<file path="src/rtl/sata_oob_pkg.sv">
// Shared definitions for the SATA OOB controller: FSM state encoding, primitive
// DWORDs and the TX output mux select.
package sata_oob_pkg;

  typedef enum logic [3:0] {
    StComreset    = 4'd0,
    StWaitCominit = 4'd1,
    StComwake     = 4'd2,
    StWaitComwake = 4'd3,
    StSettle      = 4'd4,
    StDial        = 4'd5,
    StSendAlign   = 4'd6,
    StLinkReady   = 4'd7,
    StFail        = 4'd8
  } oob_state_e;

  localparam logic [31:0] PrimAlign = 32'h7B4A_4ABC;
  localparam logic [31:0] PrimSync  = 32'hB5B5_957C;
  localparam logic [31:0] PrimDial  = 32'h4A4A_4A4A;

  // TX mux select
  localparam logic [1:0] TxSelIdle  = 2'd0;  // ALIGN pattern, K=0 (line is idle)
  localparam logic [1:0] TxSelDial  = 2'd1;  // dial tone, K=0
  localparam logic [1:0] TxSelAlign = 2'd2;  // ALIGN, K=1
  localparam logic [1:0] TxSelData  = 2'd3;  // link-layer data with ALIGN insertion

  function automatic logic [1:0] tx_sel_for(input oob_state_e st);
    case (st)
      StDial:      return TxSelDial;
      StSendAlign: return TxSelAlign;
      StLinkReady: return TxSelData;
      default:     return TxSelIdle;
    endcase
  endfunction

  // States in which the transmitter is out of electrical idle and RX data is forwarded
  function automatic logic is_active(input oob_state_e st);
    return (st == StDial) || (st == StSendAlign) || (st == StLinkReady);
  endfunction

endpackage

</file>
<file path="src/rtl/sata_align_inserter.sv">
// ALIGN insertion: period counter running while the link is up, align_en
// generation and the registered TX output mux. All inputs describe the next
// cycle, so the registered outputs line up with the FSM state register.
module sata_align_inserter
  import sata_oob_pkg::*;
#(
  parameter int unsigned ALIGN_PERIOD = 256,
  parameter int unsigned ALIGN_BURST  = 2
) (
  input  logic        clk,
  input  logic        reset_n,
  input  logic [1:0]  tx_sel,
  input  logic [31:0] tx_datain,
  input  logic        tx_charisk_in,
  output logic [31:0] tx_dataout,
  output logic        tx_charisk_out,
  output logic        align_en_out
);

  localparam int unsigned CntW = $clog2(ALIGN_PERIOD);
  localparam logic [CntW-1:0] PeriodLast = CntW'(ALIGN_PERIOD - 1);
  localparam logic [CntW-1:0] BurstLen   = CntW'(ALIGN_BURST);

  logic [CntW-1:0] cnt_d, cnt_q;
  logic            run_d, run_q;
  logic            align_en_d, align_en_q;
  logic [31:0]     tx_data_d, tx_data_q;
  logic            tx_k_d, tx_k_q;

  // Next slot count and TX word; count restarts at 0 on the first data cycle
  always_comb begin
    run_d = (tx_sel == TxSelData);
    cnt_d = '0;
    if (run_d && run_q) begin
      cnt_d = (cnt_q == PeriodLast) ? '0 : cnt_q + CntW'(1);
    end
    align_en_d = run_d && (cnt_d < BurstLen);

    tx_data_d = PrimAlign;
    tx_k_d    = 1'b0;
    case (tx_sel)
      TxSelDial:  tx_data_d = PrimDial;
      TxSelAlign: tx_k_d = 1'b1;
      TxSelData: begin
        if (align_en_d) begin
          tx_k_d = 1'b1;
        end else begin
          tx_data_d = tx_datain;
          tx_k_d    = tx_charisk_in;
        end
      end
      default: ;
    endcase
  end

  // Output and counter registers
  always_ff @(posedge clk or negedge reset_n) begin
    if (!reset_n) begin
      cnt_q      <= '0;
      run_q      <= 1'b0;
      align_en_q <= 1'b0;
      tx_data_q  <= PrimAlign;
      tx_k_q     <= 1'b0;
    end else begin
      cnt_q      <= cnt_d;
      run_q      <= run_d;
      align_en_q <= align_en_d;
      tx_data_q  <= tx_data_d;
      tx_k_q     <= tx_k_d;
    end
  end

  assign tx_dataout     = tx_data_q;
  assign tx_charisk_out = tx_k_q;
  assign align_en_out   = align_en_q;

endmodule

</file>
<file path="src/rtl/sata_oob_speed_neg.sv">
// SATA OOB link initialisation with Gen2 -> Gen1 speed fallback, link-loss
// recovery and periodic ALIGN insertion on the TX stream.
module sata_oob_speed_neg
  import sata_oob_pkg::*;
#(
  parameter int unsigned COMRESET_CYC_G1 = 81,
  parameter int unsigned COMRESET_CYC_G2 = 162,
  parameter int unsigned COMWAKE_CYC_G1  = 78,
  parameter int unsigned COMWAKE_CYC_G2  = 155,
  parameter int unsigned TIMEOUT_CYC     = 132013,
  parameter int unsigned SETTLE_CYC      = 63,
  parameter int unsigned LOSS_CYC        = 1024,
  parameter int unsigned MAX_RETRIES     = 4,
  parameter int unsigned ALIGN_PERIOD    = 256,
  parameter int unsigned ALIGN_BURST     = 2
) (
  input  logic        clk,
  input  logic        reset_n,
  input  logic        link_reset,
  input  logic        rx_locked,
  input  logic        cominitdet,
  input  logic        comwakedet,
  input  logic        rxelecidle,
  input  logic        rxbyteisaligned,
  input  logic [31:0] rx_datain,
  input  logic [3:0]  rx_charisk_in,
  input  logic [31:0] tx_datain,
  input  logic        tx_charisk_in,
  output logic        gen2,
  output logic        rxreset,
  output logic        txcominit,
  output logic        txcomwake,
  output logic        txelecidle_out,
  output logic [31:0] tx_dataout,
  output logic        tx_charisk_out,
  output logic [31:0] rx_dataout,
  output logic [3:0]  rx_charisk_out,
  output logic        linkup,
  output logic        align_en_out,
  output logic        link_fail,
  output logic [3:0]  state_out
);

  localparam logic [17:0] TimeoutLast = 18'(TIMEOUT_CYC - 1);
  localparam logic [17:0] LossLast    = 18'(LOSS_CYC - 1);
  localparam logic [17:0] SettleCyc   = 18'(SETTLE_CYC);
  localparam logic [3:0]  MaxRetries  = 4'(MAX_RETRIES);

  // Registered GTX status and RX data
  logic        rx_locked_q, cominit_q, comwake_q, elecidle_q, byte_al_q;
  logic [31:0] rx_data_q;
  logic [3:0]  rx_charisk_q;

  oob_state_e  state_d, state_q;
  logic [17:0] cnt_d, cnt_q;
  logic [3:0]  retry_d, retry_q, retry_inc;
  logic        gen2_d, gen2_q;
  logic        txcominit_d, txcominit_q;
  logic        txcomwake_d, txcomwake_q;
  logic        txelecidle_d, txelecidle_q;
  logic        rxreset_d, rxreset_q;
  logic        linkup_d, linkup_q;
  logic        link_fail_d, link_fail_q;
  logic [17:0] comreset_len, comwake_len;
  logic        timeout, align_det, sync_det;
  logic [1:0]  tx_sel_d;

  // Input capture stage
  always_ff @(posedge clk or negedge reset_n) begin
    if (!reset_n) begin
      rx_locked_q  <= 1'b0;
      cominit_q    <= 1'b0;
      comwake_q    <= 1'b0;
      elecidle_q   <= 1'b0;
      byte_al_q    <= 1'b0;
      rx_data_q    <= '0;
      rx_charisk_q <= '0;
    end else begin
      rx_locked_q  <= rx_locked;
      cominit_q    <= cominitdet;
      comwake_q    <= comwakedet;
      elecidle_q   <= rxelecidle;
      byte_al_q    <= rxbyteisaligned;
      rx_data_q    <= rx_datain;
      rx_charisk_q <= rx_charisk_in;
    end
  end

  // FSM next state, shared state counter, retry bookkeeping and registered outputs
  always_comb begin
    state_d     = state_q;
    cnt_d       = cnt_q;
    retry_d     = retry_q;
    gen2_d      = gen2_q;
    txcominit_d = 1'b0;
    txcomwake_d = 1'b0;
    rxreset_d   = 1'b0;
    linkup_d    = linkup_q;
    link_fail_d = link_fail_q;
    retry_inc   = retry_q + 4'd1;

    comreset_len = gen2_q ? 18'(COMRESET_CYC_G2) : 18'(COMRESET_CYC_G1);
    comwake_len  = gen2_q ? 18'(COMWAKE_CYC_G2) : 18'(COMWAKE_CYC_G1);
    timeout      = (cnt_q == TimeoutLast);
    align_det    = (rx_data_q == PrimAlign) && byte_al_q;
    sync_det     = (rx_data_q == PrimSync);

    case (state_q)
      StComreset: begin
        // Once started, the burst runs to completion even if lock drops
        if (rx_locked_q || txcominit_q) begin
          if (cnt_q == comreset_len) begin
            state_d = StWaitCominit;
            cnt_d   = '0;
          end else begin
            txcominit_d = 1'b1;
            cnt_d       = cnt_q + 18'd1;
          end
        end
      end
      StWaitCominit: begin
        if (cominit_q) begin
          state_d = StComwake;
          cnt_d   = '0;
        end else if (timeout) begin
          state_d = StFail;
          cnt_d   = '0;
        end else begin
          cnt_d = cnt_q + 18'd1;
        end
      end
      StComwake: begin
        if (cnt_q == comwake_len) begin
          state_d = StWaitComwake;
          cnt_d   = '0;
        end else begin
          txcomwake_d = 1'b1;
          cnt_d       = cnt_q + 18'd1;
        end
      end
      StWaitComwake: begin
        if (comwake_q) begin
          state_d = StSettle;
          cnt_d   = '0;
        end else if (timeout) begin
          state_d = StFail;
          cnt_d   = '0;
        end else begin
          cnt_d = cnt_q + 18'd1;
        end
      end
      StSettle: begin
        if (cnt_q != SettleCyc) begin
          cnt_d = cnt_q + 18'd1;
        end else if (!elecidle_q) begin
          rxreset_d = 1'b1;
          state_d   = StDial;
          cnt_d     = '0;
        end
      end
      StDial: begin
        if (align_det) begin
          state_d = StSendAlign;
          cnt_d   = '0;
        end else if (timeout) begin
          state_d = StFail;
          cnt_d   = '0;
        end else begin
          cnt_d = cnt_q + 18'd1;
        end
      end
      StSendAlign: begin
        if (sync_det) begin
          state_d  = StLinkReady;
          cnt_d    = '0;
          linkup_d = 1'b1;
          retry_d  = '0;
        end
      end
      StLinkReady: begin
        // Counter holds the length of the current rxelecidle run
        if (elecidle_q) begin
          if (cnt_q == LossLast) begin
            state_d  = StComreset;
            cnt_d    = '0;
            linkup_d = 1'b0;
          end else begin
            cnt_d = cnt_q + 18'd1;
          end
        end else begin
          cnt_d = '0;
        end
      end
      StFail: begin
        state_d = StComreset;
        cnt_d   = '0;
        if (retry_inc < MaxRetries) begin
          retry_d = retry_inc;
        end else if (gen2_q) begin
          gen2_d  = 1'b0;
          retry_d = '0;
        end else begin
          link_fail_d = 1'b1;
          gen2_d      = 1'b1;
          retry_d     = '0;
        end
      end
      default: begin
        state_d = StComreset;
        cnt_d   = '0;
      end
    endcase

    if (link_reset) begin
      state_d     = StComreset;
      cnt_d       = '0;
      retry_d     = '0;
      linkup_d    = 1'b0;
      gen2_d      = 1'b1;
      txcominit_d = 1'b0;
      txcomwake_d = 1'b0;
      rxreset_d   = 1'b0;
    end

    txelecidle_d = !is_active(state_d);
    tx_sel_d     = tx_sel_for(state_d);
  end

  // FSM state and registered control outputs
  always_ff @(posedge clk or negedge reset_n) begin
    if (!reset_n) begin
      state_q      <= StComreset;
      cnt_q        <= '0;
      retry_q      <= '0;
      gen2_q       <= 1'b1;
      txcominit_q  <= 1'b0;
      txcomwake_q  <= 1'b0;
      txelecidle_q <= 1'b1;
      rxreset_q    <= 1'b0;
      linkup_q     <= 1'b0;
      link_fail_q  <= 1'b0;
    end else begin
      state_q      <= state_d;
      cnt_q        <= cnt_d;
      retry_q      <= retry_d;
      gen2_q       <= gen2_d;
      txcominit_q  <= txcominit_d;
      txcomwake_q  <= txcomwake_d;
      txelecidle_q <= txelecidle_d;
      rxreset_q    <= rxreset_d;
      linkup_q     <= linkup_d;
      link_fail_q  <= link_fail_d;
    end
  end

  sata_align_inserter #(
    .ALIGN_PERIOD (ALIGN_PERIOD),
    .ALIGN_BURST  (ALIGN_BURST)
  ) u_align_inserter (
    .clk            (clk),
    .reset_n        (reset_n),
    .tx_sel         (tx_sel_d),
    .tx_datain      (tx_datain),
    .tx_charisk_in  (tx_charisk_in),
    .tx_dataout     (tx_dataout),
    .tx_charisk_out (tx_charisk_out),
    .align_en_out   (align_en_out)
  );

  assign gen2           = gen2_q;
  assign rxreset        = rxreset_q;
  assign txcominit      = txcominit_q;
  assign txcomwake      = txcomwake_q;
  assign txelecidle_out = txelecidle_q;
  assign linkup         = linkup_q;
  assign link_fail      = link_fail_q;
  assign state_out      = state_q;
  assign rx_dataout     = is_active(state_q) ? rx_data_q : '0;
  assign rx_charisk_out = (state_q == StLinkReady) ? rx_charisk_q : '0;

endmodule

</file>
<file path="config.mk">
export PLATFORM = sky130hd
export DESIGN_NAME = sata_oob_speed_neg
export DESIGN_NICKNAME = d
export VERILOG_FILES = /design/src/rtl/sata_oob_pkg.sv /design/src/rtl/sata_align_inserter.sv /design/src/rtl/sata_oob_speed_neg.sv
export SDC_FILE = /design/constraint.sdc
export NUM_CORES = 1
export LEC_CHECK = 0
export ABC_AREA = 1
export CORE_UTILIZATION = 40
export CTS_BUF_LIST = sky130_fd_sc_hd__clkbuf_8 sky130_fd_sc_hd__clkbuf_16
export CTS_CLUSTER_SIZE = 20
export DETAILED_ROUTE_END_ITERATION = 6
export GPL_TIMING_DRIVEN = 1
export PLACE_DENSITY = 0.69
export SETUP_SLACK_MARGIN = 0.3
export SYNTH_ARGS = -nofsm -noshare
export SYNTH_HDL_FRONTEND = slang
export SYNTH_SLANG_ARGS = --single-unit
</file>
<file path="constraint.sdc">
create_clock -name clk -period 6.4 [get_ports clk]
set_clock_uncertainty 0.1 [all_clocks]
set_input_delay 1.28 -clock clk [delete_from_list [all_inputs] [get_ports clk]]
set_output_delay 1.28 -clock clk [all_outputs]
set_load 0.05 [all_outputs]
</file>
# Word level (Yosys, flattened, before mapping)
# Cells that the tools add are included.
[classes]
n_addsub = 3
n_lt_le_gt_ge = 2
eq_ne = 28
mux = 63
bitwise_logic = 2
reduce_logical = 18
[op_table]
columns = ["cell", "n"]
rows = [
  ["two-way mux 18 bit", 13],
  ["case mux 18 bit (8 select lines)", 1],
  ["two-way mux 4 bit", 17],
  ["two-way mux 32 bit", 2],
  ["case mux 32 bit (2 select lines)", 1],
  ["== test 18 x 8 -> 1 bit", 2],
  ["== test 32 x 31 -> 1 bit, second input constant", 1],
  ["== test 32 bit, second input constant", 1],
  ["two-way mux 8 bit", 4],
  ["case mux 4 bit (8 select lines)", 1],
  ["== test 4 x 3 -> 1 bit, second input constant", 7],
  ["two-way mux 1 bit", 20],
  ["adder 18 x 1 -> 18 bit, second input constant", 1],
  ["== test 18 x 10 -> 1 bit, second input constant", 1],
  ["== test 18 bit, second input constant", 1],
  ["inequality test 18 x 6 -> 1 bit, second input constant", 1],
  ["inequality test 3 bit, second input constant", 4],
  ["adder 8 x 1 -> 8 bit, second input constant", 1],
  ["== test 4 x 2 -> 1 bit, second input constant", 2],
  ["== test 8 bit, second input constant", 1],
  ["< comparator 8 x 2 -> 1 bit, second input constant", 1],
  ["case mux 4 bit (2 select lines)", 1],
  ["case mux 2 bit (3 select lines)", 1],
  ["AND reduction 3 bit", 2],
  ["18 further kinds", 29],
]
[word_totals]
register_bits = 117
out_inout_bits = 81
wordCells = 138

# Depth between registers and ports, before layout
# Gate-level depths: netlist of run 1.
[depth]
word_depth = 15
ltp_mapped = 17

# Modules after synthesis
# Synthesis of run 1 repeated with hierarchy kept, for this count alone.
[unflattened]
hier_cells = 697
area_unflattened_um2 = 5631.7
[modules_own_cells]
columns = ["mod", "instances", "cells_per_inst", "area_each_um2", "seq_area_each_um2"]
rows = [
  ["sata_oob_speed_neg", 1, 519, 3910.0, 1854.3],
  ["sata_align_inserter", 1, 178, 1721.7, 1097.3],
]

# Worst setup path before layout of run 1
# OpenSTA, ideal clock, no wires.
[synth_path]
path_type = "register to output"
from = "register state_q[2] (netlist: state_out[2])"
to = "output port rx_dataout[10]"
arrival_time_ps = 1924
required_time_ps = 5020
path_slack_ps = 3096
stages_incl_launch_ff = 6
path_cell_list = "dfrtp_1 -> nand2_2 -> inv_1 -> nand2_1 -> clkbuf_1 -> nor2_1"
[synth_between]
elab_chain_len = 4
[synth_rtl]
columns = ["element", "line", "rtl"]
rows = [
  ["start: declaration", "sata_oob_speed_neg.sv:54", "oob_state_e state_d, state_q;"],
  ["start signal: assignment", "sata_oob_speed_neg.sv:232", "state_q <= StComreset;"],
  ["start signal: assignment", "sata_oob_speed_neg.sv:243", "state_q <= state_d;"],
  ["== test 4 x 3 -> 1 bit", "sata_oob_pkg.sv:38", "return (st == StDial) || (st == StSendAlign) || (st == StLinkReady);"],
  ["logical OR 1 bit", "sata_oob_pkg.sv:38", ""],
  ["logical OR 1 bit (*)", "sata_oob_pkg.sv:38", ""],
  ["two-way mux 32 bit (*)", "sata_oob_speed_neg.sv:278", "assign rx_dataout = is_active(state_q) ? rx_data_q : '0;"],
  ["end: declaration", "sata_oob_speed_neg.sv:36", "output logic [31:0] rx_dataout,"],
]
# Mark *: on every way between the ends. The rest lies on a longest branch, timed or not.

# Final worst setup path of run 1
[layout_path]
from = "register state_q[0] (netlist: state_out[0])"
to = "output port rx_dataout[23]"
# The elaborated chain is that of the path after synthesis.

==> reports/results.txt, run 1 <==
The die is 121 µm tall. The die is 121 µm wide. The worst setup path is launched from a register. In the layout the commonest cells are clkdlybuf4s50_1, inv_1, nand2_1. The floorplan row count is 43.

The flow ran to the end, and the final reports show no timing, DRC or antenna violations. After global routing the overflow that remains totals 0. The cell count after synthesis came out at 646. TritonCTS built the clock tree. The maximum level of the CTS H-tree came out at 4. In the final routed layout, each cell accounts on average for 13.8 µm. The final setup slack of the worst path was 2.23 ns. Post-CTS timing repair inserted 0 buffers for setup.

In the final layout, the share of cells above drive strength 1 is 13.2%. Final cell count without fillers: 1,004. The run gives 5 as the number of iterations in the first detailed-routing pass.

The insertion delay to the later sink of the worst-skew pair is 0.41 ns. For this run, global-route usage on met2 was measured as 34.7%. The fraction of registers with async set/reset is 100%. During placement, the flow inserted port buffers numbering 157.

The worst ir drop on vdd was 0.000173 V. The final hold violation count is 0, and the actual slew at the worst max-slew pin is 1.01 ns. From synthesis to final layout, the design area changed by 40.7%. The largest area contributor in the netlist was dfrtp_1. After clock tree synthesis, the clock-pin slew on the worst setup and hold paths is 0.05 ns. The initial antenna violation count was 0; the total negative slack was 0 ns. The repair_antennas step left the layout with diodes totalling 0. In this run the count of I/O pins placed on the die edge is 158.

The post-synth net total was 727; the global-route wire length before repair was 22,600 µm. The total area inside the core boundary comes to 13,800 µm². Ranked by total cell area, the synthesized netlist is headed by dfrtp_1, dfstp_2, inv_1.

The post-route clock period utilization was 65.1%; the post-CTS resize count was 0. For the worst endpoint data arrival time, the log shows 2.79 ns. Along the worst path, the maximum fanout reaches 32. Number of nets with antenna violations after routing: 0. Post-route minimum period: 4.17 ns.

The detailed router placed 4,753 vias in this run. Headroom to the max-slew limit came out at 33.0%. No sink is reached through more buffers than the 2 on the longest clock path.

The run gives 0.00372 µW as the total leakage power. In this run the clock root is driven by a clkbuf_16. Dividing total power by cell area gives a power density of 230 nW/µm². The number of pins exceeding their max-slew limit in the final report was 0; the synthesized flop and latch total was 117. The number of global-route vias before repair was 4,835; the initial core utilization was 40.8%. Buffers inserted during clock tree synthesis total 17. The met1 usage in global routing is 23.0%. After global routing, the most crowded layer is met2. Counting the fill cells in the layout gives 1,207. Setup repair after global routing left no endpoint under its margin.

At the end of routability-driven placement, the weighted congestion stood at 0.864. For the remaining design rule violation count, the log shows 0. The logs give 0 for the number of buffers inserted for hold repair after clock tree synthesis and 14,600 µm² for the die footprint.

Max-cap violations in this run came to 0. The worst hold-check path type was reg -> reg. In the global route stage, met3 resource usage came out at 6.18%.

The synthesized netlist contains 48 unique library cells. The tools report the required time of the critical path as 5.02 ns. The logs give 892 for the number of nets in the finished design and 2.65 ns for the pre-CTS setup slack. By startpoint and endpoint, the worst setup path is classified as reg -> out. Overall fraction of global-route tracks in use: 20.1%. The share of the Yosys chip area taken by registers is 52.3%.

The tools report the total power draw as 1830 µW. The area share of the leading cell type in the synthesized netlist came out at 43.4%. The category of the worst setup path capture point was a primary output.

Each instance of the synthesized netlist takes up on average 8.74 µm². The clock net in this run drives a total of 117 sinks. Using the TritonRoute via totals, the vias-per-cell ratio works out to 4.73.

Wires add up to 13,900 µm. The synthesized cell area is 5650 µm², and the final-report setup violation count is 0. The wire-length estimate of the detail-placed layout is 10,500 µm. The number of synthesized flops with an enable pin works out to 0. The cell count after placement is 972, and the largest net degree at the start of global routing is 75. Leaving out fill and tap cells, the most frequent cell in the layout is clkdlybuf4s50_1.

The logs give 0 for the number of warnings printed during yosys synthesis and 0.240 GHz for the timing-limited maximum frequency. The first-iteration detailed-routing DRC count is 255. The commonest register cell after synthesis is dfrtp_1.
## metal layers
layer | routed length, µm | vias to the layer above
met2 | 7060 | 140
met1 | 5770 | 2254
met4 | 223 | 0
li1 | - | 2341
met5 | 0 | -
met3 | 807 | 18
## per-stage QoR
step           util [%]  hold slack (ns)  area (µm²)
2_1_floorplan         -            0.335        5650
3_3_place_gp       53.3            0.344        7370
6_report           57.5            0.378        7950
5_1_grt            57.5            0.382        7950
4_1_cts            57.5            0.371        7950
3_5_place_dp       53.3            0.359        7370
## power by group
group	internal, µW	leakage, µW	switching (µW)
logic	70.9	0.00196	66.2
registers	764	0.00147	23.5
clock network	580	0.000287	324
## cell type report
cell class / count / area (µm²) / share of cell area [%]
Clock buffer: 21 / 492 / 6.19
Clock inverter: 11 / 85.1 / 1.07
Inverter: 117 / 442 / 5.56
Multi-Input combinational cell: 399 / 2170 / 27.3
Sequential cell: 117 / 2950 / 37.1
Tap cell: 180 / 225 / 2.83
Timing Repair Buffer: 159 / 1580 / 19.9
## path summary, 6_finish.rpt
kind / startpoint / endpoint / slack (ns) / cells past startpoint
setup / recovery: state_out[0] / rx_dataout[23] / 2.23 / 5
hold / removal: u_align_inserter.cnt_q[0] / u_align_inserter.cnt_q[0] / 0.38 / 1
setup reg to reg: cnt_q[0] / cnt_q[8] / 3.54 / 10
hold reg to reg: u_align_inserter.cnt_q[0] / u_align_inserter.cnt_q[0] / 0.38 / 1
max in group asynchronous: reset_n / u_align_inserter.tx_dataout[21] / 4.12 / 2
min in group asynchronous: reset_n / cnt_q[3] / 0.77 / 1
## critical path: stages, from the launching register on
cell             delay, ns
dfrtp_1               0.55
nor2_4                0.07
inv_1                 0.10
nand2_1               0.53
nor2_1                0.29
clkdlybuf4s50_1       0.83
## sequential cells by signal, summed over array words and instances, names as in the netlist, 4 cells and up
signal                       cells
state_out                        4
rx_data_q                       32
u_align_inserter.cnt_q           8
cnt_q                           18
rx_charisk_q                     4
u_align_inserter.tx_dataout     32
retry_q                          4
## synth_stat cells (all sizes together), types with 5 or more instances
master,count
a21boi,13
a21oi,9
buf,7
clkbuf,6
dfrtp,98
dfstp,19
inv,115
nand2,129
nand3,40
nand4,11
nor2,109
nor3,24
nor4,5
o21ai,19
xnor2,5
xor2,15
## logic make-up (layout without fill, tap and decap cells)
| logic type | count (synthesis) | after routing | synth area share (%) |
|---|---|---|---|
| compound gates | 51 | 51 | 7.04 |
| xor+xnor | 20 | 20 | 3.10 |
| fa+ha+maj | 4 | 4 | 0.886 |
| buf+inv | 130 | 308 | 9.39 |
| flops | 117 | 117 | 52.3 |
| simple gates | 324 | 324 | 27.3 |
Note: power is estimated with default switching activity, not from simulation.
==> run 2, diff against run 1 <==
==> constraint.sdc (replaced) <==
create_clock -name clk -period 4.25 [get_ports clk]
set_clock_uncertainty 0.1 [all_clocks]
set_input_delay 0.85 -clock clk [delete_from_list [all_inputs] [get_ports clk]]
set_output_delay 0.85 -clock clk [all_outputs]
set_load 0.05 [all_outputs]
==> run 2 against run 1 <==
  * Global-route usage rose by 0.72 points
  * Design area fell by 0.24%
  * First-iteration DRC count fell by 9.4%
  * Critical endpoint is now rx_dataout[18]
  * Sequential cell count did not move
  * Utilization fell by 0.14 points
==> reports/results.txt, run 2 (synthesis gave the netlist of run 1 again) <==
The setup fix buffers added after clock tree synthesis was 0 (unchanged); the slack of the worst reg-to-reg path was 1.14 ns (-2.40 ns). The tools report the vias after detailed routing as 4,687 (-1.4%). The logs give 17 (unchanged) for the number of buffers added by the clock tree synthesis step and 3.30 ns (-1.72 ns) for the required time of the critical path.

The number of nets with antenna violations after routing came out at 0 (unchanged). The largest driver fanout on the critical path was 32 (unchanged). The clock period could shrink to 3.52 ns. The switching share of power is 22.5% (-0.11 points). Critical-path cell with the highest stage delay: clkdlybuf4s50_1.

The total negative slack was 0 ns (unchanged). The placeable core region is 13,800 µm² (unchanged), and the antenna diode count is 0 (unchanged). The top cell types in the final layout, fill and taps aside, are clkdlybuf4s50_1, inv_1, nand2_1.

Final hold violation count: 0 (unchanged). For the largest net degree at the start of global routing, the log shows 68 (-9.3%). The run gives 231 (-9.4%) as the first-iteration detailed-routing DRC count. Walking the worst path, the cells encountered are inv_1 -> nand2_2 -> inv_1 -> nand2_2 -> nor2_1 -> clkdlybuf4s50_1. The number of nets in the finished design was 893 (+0.11%). The tools report the net switching component of the power as 605 µW (+46%). The worst ir drop on vdd is 0.000215 V (+24%), and the clock transition time at the flip-flop clock pins of the worst setup and hold paths is 0.06 ns (about the same). The run gives 5 (unchanged) as the number of iterations in the first detailed-routing pass.

The final-report setup violation count was 0 (unchanged). For the relative contribution of sequential cells to total power, the log shows 44.1% (+1.0 points). Dividing the final minimum period by the clock period gives 82.7%. The initial antenna violation count came out at 0 (unchanged). The total overflow reported by the global router was 0 (unchanged); the vias per cell was 4.66 (-1.5%). The number of global-route vias before repair was 4,792 (-0.89%); the deepest clock path buffer count was 2 (unchanged). The run gives 117 (unchanged) as the number of sinks handled by clock tree synthesis. The leading cell type in the layout, fill and taps excluded was clkdlybuf4s50_1. The post-synthesis to final-layout area growth works out to 40.3%. The die footprint was 14,600 µm² (unchanged). The run gives 4 (unchanged) as the maximum level of the CTS H-tree. The actual slew at the worst max-slew pin was 1.31 ns (+0.301 ns); the cell count after placement was 973 (+0.10%).

The count of boundary I/O pins was 158 (unchanged); the floorplan row count was 43 (unchanged). The delay contributed by the slowest stage of the critical path was 0.83 ns (about the same); the final core utilization was 57.3% (-0.14 points). The height of the die is 121 µm (unchanged), and the global-route wire length before repair is 23,100 µm (+2.0%). TritonCTS built the clock tree. Power per cell area: 339 nW/µm² (+47%).

The flow ran to the end, and the final reports show no timing, DRC or antenna violations. The timing-limited maximum frequency is 0.284 GHz. The tools report the overall routed net length as 14,300 µm (+3.0%).

The clock share of power was 48.2% (-1.2 points); the worst slew margin relative to its limit was 12.6% (-20 points). For the remaining design rule violation count, the log shows 0 (unchanged). The width of the chip works out to 121 µm (unchanged). Setup repair after global routing left no endpoint under its margin. The reported max-cap violation count is 0 (unchanged), and the insertion delay to the later sink of the worst-skew pair is 0.41 ns (about the same).

The worst-case hold slack is 0.374 ns (-0.00311 ns), and the port buffer count is 157 (unchanged). The worst hold-check path type is reg -> reg. The path type of the worst setup path was reg -> out. For the HPWL after detailed placement, the log shows 10,500 µm (+0.14%). Total power draw: 2680 µW (+47%).

The tools report the worst endpoint data arrival time as 2.57 ns (-0.22 ns). The critical path startpoint category is a register. The fraction of final layout cells with drive strength greater than 1 is 13.2% (-0.016 points), and the portion of total power attributed to combinational logic is 7.7% (+0.2 points). For the final weighted congestion of routability-driven global placement, the log shows 0.884 (+2.3%).

The tools report the root buffer cell as clkbuf_16. The initial core utilization is 40.8% (unchanged). The worst setup path is captured at a primary output. Overall fraction of global-route tracks in use: 20.8% (+0.72 points). Number of pins exceeding their max-slew limit in the final report: 0 (unchanged). The post-detailed-route wirelength per cell works out to 14.2 µm (+2.9%). The total leakage power was 0.00373 µW (+0.46%); the final cell count without fillers was 1,005 (+0.10%). The tools report the internal cell power as 2080 µW (+47%).
[run 2: path summary, 6_finish.rpt]
kind / from / cells past startpoint / end
worst max-delay path: state_out[3] / 6 / rx_dataout[18]
worst min-delay path: link_fail / 2 / link_fail
worst max register to register: u_align_inserter.cnt_q[0] / 10 / u_align_inserter.tx_dataout[6]
worst min register to register: link_fail / 2 / link_fail
max in group asynchronous: reset_n / 2 / u_align_inserter.tx_dataout[30]
min in group asynchronous: reset_n / 1 / state_out[3]
[run 2: power by group through the flow]
stage | Clock (µW) | Combinational [µW] | Sequential, µW
final | 1290 | 207 | 1180
after floorplan | 0 | 84.1 | 1200
after global routing | 1380 | 231 | 1190
after global placement | 0 | 202 | 1200
after CTS | 1330 | 211 | 1180
after detailed placement | 0 | 208 | 1200
[run 2: worst max-delay path, delay by kind of cell (launching register included)]
kind | cells | cell delay [ns]
buf+inv | 3 | 1.08
flops | 1 | 0.42
simple gates | 3 | 0.65
[run 2: through the flow]
stage | setup slack, ns | cell area [µm²]
after global placement | 1.04 | 7380
after global routing | 0.561 | 7930
final | 0.733 | 7930
after floorplan | 1.38 | 5650
after CTS | 0.399 | 7920
after detailed placement | 0.849 | 7380
[run 2: final cells by class]
| cell class | instances | area [µm²] |
|---|---|---|
| fill | 1189 | 5900 |
| sequential | 117 | 2950 |
| multi-input combinational | 399 | 2170 |
| timing repair buffer | 160 | 1590 |
| clock buffer | 22 | 505 |
| inverter | 117 | 442 |
| tap | 180 | 225 |
| clock inverter | 10 | 42.5 |
[run 2: what timing repair did]
action,in CTS,in global routing
gates resized for setup,0,1
hold buffers,0,0
setup endpoints to repair,0,32
[run 2: per-layer routing]
metal / vias to the layer above / track usage [%] / share of wire [%]
met5: - / 0 / 0
met4: 0 / 9.57 / 2.3
met3: 21 / 6.42 / 5.7
met2: 130 / 34.1 / 48
met1: 2186 / 25.1 / 44
li1: 2350 / - / -
==> run 3, diff against run 2 <==
==> constraint.sdc (replaced) <==
create_clock -name clk -period 3.59 [get_ports clk]
set_clock_uncertainty 0.1 [all_clocks]
set_input_delay 0.718 -clock clk [delete_from_list [all_inputs] [get_ports clk]]
set_output_delay 0.718 -clock clk [all_outputs]
set_load 0.05 [all_outputs]
==> run 3 against run 2 <==
  * Sequential share of layout area shrank 0.33 points
  * Largest cell class unchanged
  * Cell count grew 0.20%
  * Design area grew 0.88%
  * Critical path type unchanged
  * Clock power increased by 18%
  * Highest routed layer unchanged
==> reports/results.txt, run 3 (synthesis gave the netlist of run 1 again) <==
The run finished with clean final reports. The worst ir drop on vdd was 0.000325 V (+51%); the fraction of final layout cells with drive strength greater than 1 was 13.2% (-0.032 points). The total power draw came out at 3170 µW (+18%). Reported max-cap violation count: 0 (unchanged). The tools report the number of buffers inserted for hold repair after clock tree synthesis as 0 (unchanged). The deepest clock path buffer count is 2 (unchanged), and the floorplan row count is 43 (unchanged). The width of the chip came out at 121 µm (unchanged).

The first-iteration detailed-routing DRC count was 242 (+4.8%). The post-detailed-route wirelength per cell works out to 14.5 µm (+2.2%). The min-delay analysis places its worst path in the category in -> async. Of the available clock period, the critical path in the final layout requires 84.3%. The vias after detailed routing is 4,816 (+2.8%), and the number of buffers added by the clock tree synthesis step is 17 (unchanged). The tools report the final-report setup violation count as 0 (unchanged). The overall routed net length was 14,600 µm (+2.4%); the post-route minimum period was 3.03 ns. The logs give 0 (unchanged) for the final hold violation count and 40.8% (unchanged) for the initial core utilization.

The worst slew margin relative to its limit came out at 18.1% (+5.6 points). The largest net degree at the start of global routing was 42 (-38%); the clock transition time at the flip-flop clock pins of the worst setup and hold paths was 0.05 ns (about the same). The global-route wire length before repair is 24,100 µm (+4.6%), and the power per cell area is 396 nW/µm² (+17%). The area of all placed cells without fillers came out at 8000 µm² (+0.88%). The tools report the final weighted congestion of routability-driven global placement as 0.868 (-1.8%). The worst endpoint data arrival time is 2.21 ns (-0.36 ns), and the die footprint is 14,600 µm² (unchanged).

The run gives 0 (unchanged) as the number of nets with antenna violations after routing. TritonCTS built the clock tree. The placeable core region is 13,800 µm² (unchanged), and the HPWL after detailed placement is 10,700 µm (+1.2%). The number of iterations in the first detailed-routing pass is 4 (-1).

The port buffer count came out at 157 (unchanged). For the overall fraction of global-route tracks in use, the log shows 21.5% (+0.62 points). The worst setup path is launched from a register. The final core utilization is 57.8% (+0.51 points). The setup fix buffers added after clock tree synthesis is 0 (unchanged). The post-synthesis to final-layout area growth was 41.6%; the standard cell area after detailed placement was 7390 µm² (+0.17%). The cell count after placement came out at 975 (+0.21%). The logs give 4,994 (+4.2%) for the number of global-route vias before repair and 4 (unchanged) for the maximum level of the CTS H-tree. Vias per cell: 4.78 (+2.5%). The number of nets in the finished design was 895 (+0.22%); the height of the die was 121 µm (unchanged). The tools report the initial antenna violation count as 0 (unchanged). The run gives 0 (unchanged) as the number of pins exceeding their max-slew limit in the final report.

The actual slew at the worst max-slew pin is 1.22 ns (-0.0832 ns). The path type of the worst setup path is reg -> out. CTS placed an instance of clkbuf_16 at the clock tree root. In the layout the commonest cells are inv_1, clkdlybuf4s50_1, nand2_1. The insertion delay to the later sink of the worst-skew pair was 0.41 ns (about the same). The run gives 117 (unchanged) as the number of sinks handled by clock tree synthesis. Setup repair after global routing left no endpoint under its margin. The logs give 158 (unchanged) for the count of boundary I/O pins and 0 (unchanged) for the antenna diode count.

The number of fillers in the final layout was 1,190 (+0.084%). Total negative slack: 0 ns (unchanged). The total leakage power is 0.00434 µW (+16%). The remaining design rule violation count is 0 (unchanged), and the total overflow reported by the global router is 0 (unchanged). STA classifies the critical path endpoint as a primary output. The required time of the critical path came out at 2.77 ns (-0.53 ns). The final cell count without fillers is 1,007 (+0.20%), and the timing-limited maximum frequency is 0.330 GHz. Largest driver fanout on the critical path: 9 (-72%).
[run 3: layer usage]
metal,vias to the layer above,track usage (%),part of all wire (%)
met5,-,0,0
met3,19,6.18,5.9
li1,2352,-,-
met2,120,36.6,50
met1,2325,25.7,43
met4,0,7.48,1.7
[run 3: cell type report]
class	instances	area [µm²]	area share, %
sequential	117	2950	36.9
multi-input combinational	399	2170	27.1
timing repair buffer	162	1680	21.0
clock buffer	19	453	5.66
inverter	117	442	5.52
tap	180	225	2.82
clock inverter	13	82.6	1.03
[run 3: timing repair]
action	CTS	global route
resized for setup	4	31
pin swaps	0	1
setup endpoints to repair	4	33
[run 3: where the power goes]
part,leakage [µW],internal (µW),switching [µW]
registers,0.00147,1360,40.3
clock network,0.000292,960,558
logic,0.00258,128,123
total,0.00434,2450,721
[run 3: through the flow]
step / hold slack (ns) / setup WS, ns
CTS: 0.207 / 0.327
floorplan: 0.322 / 0.848
detailed placement: 0.370 / 0.572
global placement: 0.347 / 0.706
global route: 0.226 / 0.307
finish: 0.191 / 0.564
[run 3: final timing paths]
check,startpoint,endpoint,slack (ns),cells past startpoint
max in group asynchronous,reset_n,gen2,2.37,2
min in group clk,link_fail,link_fail,0.37,2
worst max register to register,u_align_inserter.cnt_q[0],u_align_inserter.tx_dataout[6],0.59,10
worst min-delay path,reset_n,cnt_q[1],0.19,1
worst max-delay path,state_out[0],rx_charisk_out[2],0.56,5
worst min register to register,link_fail,link_fail,0.37,2
[run 3: worst max-delay path: stages (launching register included)]
cell	delay [ns]
dfrtp_1	0.55
nand2_1	0.15
nor2_2	0.27
inv_1	0.17
nor2_1	0.12
dlygate4sd2_1	0.54
